--- config.mk ---
export PLATFORM = sky130hd
export DESIGN_NAME = ascon_perm_ctrl
export DESIGN_NICKNAME = d
export VERILOG_FILES = /design/src/rtl/ascon_pkg.sv /design/src/rtl/ascon_perm_ctrl.sv
export SDC_FILE = /design/constraint.sdc
export NUM_CORES = 1
export LEC_CHECK = 0
export ABC_AREA = 1
export BUFFER_PORTS_ARGS = -buffer_cell sky130_fd_sc_hd__buf_4
export CAP_MARGIN = 0
export CORE_AREA = 3 3 511 513
export DETAILED_ROUTE_END_ITERATION = 8
export DIE_AREA = 0 0 514 516
export PLACE_DENSITY_LB_ADDON = 0.3
export SLEW_MARGIN = 20
export SYNTH_ARGS = -nofsm -noshare
export SYNTH_HDL_FRONTEND = slang
export SYNTH_SLANG_ARGS = --single-unit
--- constraint.sdc ---
create_clock -name clk_i -period 2.3 [get_ports clk_i]
set_input_delay 0.115 -clock clk_i [delete_from_list [all_inputs] [get_ports clk_i]]
set_output_delay 0.115 -clock clk_i [all_outputs]
set_load 0.01 [all_outputs]
--- src/rtl/ascon_pkg.sv ---
// Shared types for the Ascon-p sequencer.
// State layout and controller FSM encoding.
package ascon_pkg;

  localparam logic [3:0] ASCON_ROUNDS_MAX = 4'd12;

  typedef struct packed {
    logic [63:0] x0;
    logic [63:0] x1;
    logic [63:0] x2;
    logic [63:0] x3;
    logic [63:0] x4;
  } ascon_state_t;

  typedef enum logic [1:0] {
    IDLE,
    RUN,
    DONE
  } ctrl_state_e;

endpackage

--- src/rtl/ascon_perm_ctrl.sv ---
// Ascon-p round sequencer: owns the 320-bit state,
// iterates an external UROL-round datapath, returns the result.
import ascon_pkg::*;

module ascon_perm_ctrl #(
  parameter int unsigned UROL = 1
) (
  input  logic         clk_i,
  input  logic         rst_i,
  input  logic         flush_i,
  input  logic         in_valid_i,
  output logic         in_ready_o,
  input  logic [3:0]   in_rounds_i,
  input  logic [319:0] in_state_i,
  output logic         out_valid_o,
  input  logic         out_ready_i,
  output logic [319:0] out_state_o,
  output logic [3:0]   perm_round_cnt_o,
  output logic [319:0] perm_x_o,
  input  logic [319:0] perm_x_i,
  output logic         busy_o,
  output logic         lut_lock_o,
  output logic         err_o
);

  localparam logic [3:0] STEP = 4'(UROL);

  ctrl_state_e  st_q, st_d;
  ascon_state_t x_q, x_d;
  logic [3:0]   rnd_q, rnd_d;
  logic         err_q, err_d;

  logic         req_legal;
  logic [3:0]   rnd_nxt;

  assign req_legal = (in_rounds_i != 4'd0)
                  && (in_rounds_i <= ASCON_ROUNDS_MAX)
                  && ((UROL == 1) || !in_rounds_i[0]);
  assign rnd_nxt   = rnd_q + STEP;

  always_comb begin
    st_d  = st_q;
    x_d   = x_q;
    rnd_d = rnd_q;
    err_d = 1'b0;
    if (flush_i) begin
      // abort: keep the state bits, drop the job
      st_d  = IDLE;
      rnd_d = 4'd0;
    end else begin
      unique case (st_q)
        IDLE: begin
          if (in_valid_i) begin
            if (req_legal) begin
              x_d   = ascon_state_t'(in_state_i);
              rnd_d = ASCON_ROUNDS_MAX - in_rounds_i;
              st_d  = RUN;
            end else begin
              err_d = 1'b1;
            end
          end
        end
        RUN: begin
          x_d   = ascon_state_t'(perm_x_i);
          rnd_d = rnd_nxt;
          if (rnd_nxt == ASCON_ROUNDS_MAX) begin
            st_d = DONE;
          end
        end
        DONE: begin
          if (out_ready_i) begin
            st_d = IDLE;
          end
        end
        default: st_d = IDLE;
      endcase
    end
  end

  always_ff @(posedge clk_i) begin
    if (rst_i) begin
      st_q  <= IDLE;
      x_q   <= '0;
      rnd_q <= 4'd0;
      err_q <= 1'b0;
    end else begin
      st_q  <= st_d;
      x_q   <= x_d;
      rnd_q <= rnd_d;
      err_q <= err_d;
    end
  end

  always_comb begin
    in_ready_o       = (st_q == IDLE);
    out_valid_o      = (st_q == DONE);
    busy_o           = (st_q != IDLE);
    lut_lock_o       = (st_q != IDLE);
    err_o            = err_q;
    perm_round_cnt_o = (st_q == RUN) ? rnd_q : 4'd0;
    perm_x_o         = x_q;
    out_state_o      = x_q;
  end

endmodule
==> results.ini <==
[setup_path]
critPathLaunchType = register
ff2ff_path_depth = 9
cp.arrival_ps = 2770
critPathCaptureType = register
r2r_slack_ps = 100
worstSetupPathType = reg2reg
slowest_delay_ps = 540
cp_common_cell = nand2_1
slowest_stage = dlygate4sd3_1
critPathRequiredTime_ps = 2880
worstPathCellList = inv_2 > nand2_8 > buf_12 > buf_4 > nand2_1 > nand2_1 > dlygate4sd3_1 > nand4_1 > a21oi_1
rr_startpoint = st_q[1]
r2r_end = out_state_o[293]
cp_max_fo = 25

[floorplan]
initial_utilization_pct = 7.35
rows = 186
fp.dieH_um = 516
die_area_um2 = 265000
die_x_um = 514
core_um2 = 257000
pin_count = 1298

[global_route]
antenna_found_initial = 152
grt.busiest_layer = met2
grt_pass1_vias = 27000
grt_use_met3_pct = 7.74
grt_overflow = 0
track_usage_pct = 14.6
use_met1_pct = 17.1
met2_usage_pct = 22.6
grt_max_degree = 89
grt_pass1_wl_mm = 260

[pwr]
p_leak_nw = 17.6
total_power_mw = 21.5
max-vdd-ir-drop_uv = 475
powerDensity_nw_per_um2 = 549

[sta]
tightest_slew_ps = 575
clock_skew_ps = 25.6
rsz0062_at_grt = no
period_share_pct = 95.5
holdWs_ps = 114
slew_headroom_pct = 61.7
timing.setup.tns_ps = 0
final_max_slew_viol_count = 0
finalCriticalPeriod_ps = 2200
finalHoldViolCount = 0
fmax_mhz = 456
finalSetupViolCount = 0

[detailed_routing]
drc = 0
vias = 27300
wl_per_cell_um = 26.1
wl_mm = 207
antenna_left = 0
drt_iter0_drc = 2002
drtPass1Iterations = 6
viasPerCell = 3.44

[layout]
drive_gt1_share_pct = 33.7
nNetsFinal = 5111
design_area_um2 = 39200
syn2layout_area_growth_pct = 108

[yosys]
async_flop_share_pct = 0
yosysTopAreaCell = dfxtp_1
synth-edff-count = 0
ys_types = 17
yosysMostFrequentCell = nand2_1
syn_area_um2 = 18900
syn_area_per_cell_um2 = 6.49
ys_seq_area_share_pct = 34.7
synth.top_cells.by_count = nand2_1 (1315), buf_4 (332), dfxtp_1 (327)
yosys.area.top_type_share_pct = 34.7
yosysWarnings = 0
synthFlopType = dfxtp_1
ys_top_cells_by_area = dfxtp_1 (35%), nand2_1 (26%), buf_4 (13%)
synthesis.nets = 3558
synthCells = 2907
ys_seq_elements = 327

[clock_network]
clock_latency_ps = 650
numCtsBuffers = 49
cts_max_path_buffers = 3
cts.sinks = 327
path_clk_slew_ps = 60
cts_root_buf = clkbuf_16
cts_tree = done
cts_max_level = 2

[run]
drv_cap = 0

[hold_path]
hold_path_end = out_state_o[280]
min_path_type = in2reg
hp-start = in_state_i[280]
min_path_cells = 5

[place]
port_buffers = 1297
gp_congestion = 0.909
post_dp_cell_area_um2 = 30800
dp_hpwl_mm = 175

[status]
status = completed

[power by group]
| part | total (mW) | switching (mW) | internal, mW |
|---|---|---|---|
| logic | 7.20 | 3.91 | 3.29 |
| clock network | 7.74 | 3.27 | 4.47 |
| registers | 6.59 | 0.530 | 6.06 |
[logic make-up after synthesis]
group                      count (synthesis)  share of synthesized area [%]
buffers and inverters                    588                           19.1
DFF                                      327                           34.7
adders and majority gates                  2                          0.133
and+or+nand+nor                         1666                           37.5
AOI/OAI and AO/OA                        324                           8.59
[metal layers]
| layer | up-vias | wire [um] |
|---|---|---|
| li1 | 12400 | - |
| met1 | 13000 | 82600 |
| met2 | 1477 | 89700 |
| met3 | 330 | 26000 |
| met4 | 102 | 8140 |
| met5 | - | 677 |
[critical path: cells and delay by family (launching register included)]
family | cells | cell delay [ps]
buffers and inverters | 4 | 1090
DFF | 1 | 420
AOI/OAI and AO/OA | 1 | 170
and+or+nand+nor | 4 | 400
[sequential cells by signal, indices dropped and copies added (netlist names)]
name	cells
err_o	1
st_q	2
rnd_q	4
out_state_o	320
[through the flow]
step / utilization [%] / cells / setup WS (ps)
floorplan: - / 2907 / 769
global placement: 12.0 / 7137 / 225
detailed placement: 12.0 / 7137 / 181
CTS: 15.1 / 7867 / 25.4
global route: 15.2 / 7903 / 2.31
finish: 15.3 / 7935 / 105
[worst max path at each step]
stage	start	to	slack [ps]	cells after the start
2_1_floorplan	st_q[1]	out_state_o[215]	770	7
3_3_place_gp	st_q[1]	out_state_o[106]	220	7
3_5_place_dp	st_q[1]	out_state_o[109]	180	7
4_1_cts	st_q[0]	out_state_o[225]	30	9
5_1_grt	st_q[1]	out_state_o[214]	2	9
6_report	st_q[1]	out_state_o[293]	100	9
[what timing repair did]
| item | in CTS | in global routing |
|---|---|---|
| hold endpoints to repair | 325 | 0 |
| pin swaps | 0 | 2 |
| setup buffers | 0 | 9 |
| resized for setup | 3 | 6 |
| setup endpoints to repair | 1 | 14 |
| hold buffers | 642 | 0 |
| cloned | 1 | 4 |
[final cells by class]
| cell class | instances | area (um^2) |
|---|---|---|
| sequential | 327 | 6550 |
| inverter | 18 | 67.6 |
| tap | 3384 | 4230 |
| fill | 29500 | 217000 |
| clock inverter | 12 | 109 |
| timing repair buffer | 2072 | 17900 |
| antenna | 55 | 138 |
| clock buffer | 75 | 1460 |
| multi-input combinational | 1992 | 8780 |
[cell usage in the layout, fill, tap and decap left out, types with 17 or more instances in the layout]
cell,n
a21oi_1,321
buf_12,43
buf_4,1378
clkbuf_16,53
dfxtp_1,325
diode_2,55
dlygate4sd3_1,642
inv_1,17
nand2_1,1312
nand4_1,322
nor2_1,17
No activity file was read; power rests on OpenSTA's default activity.
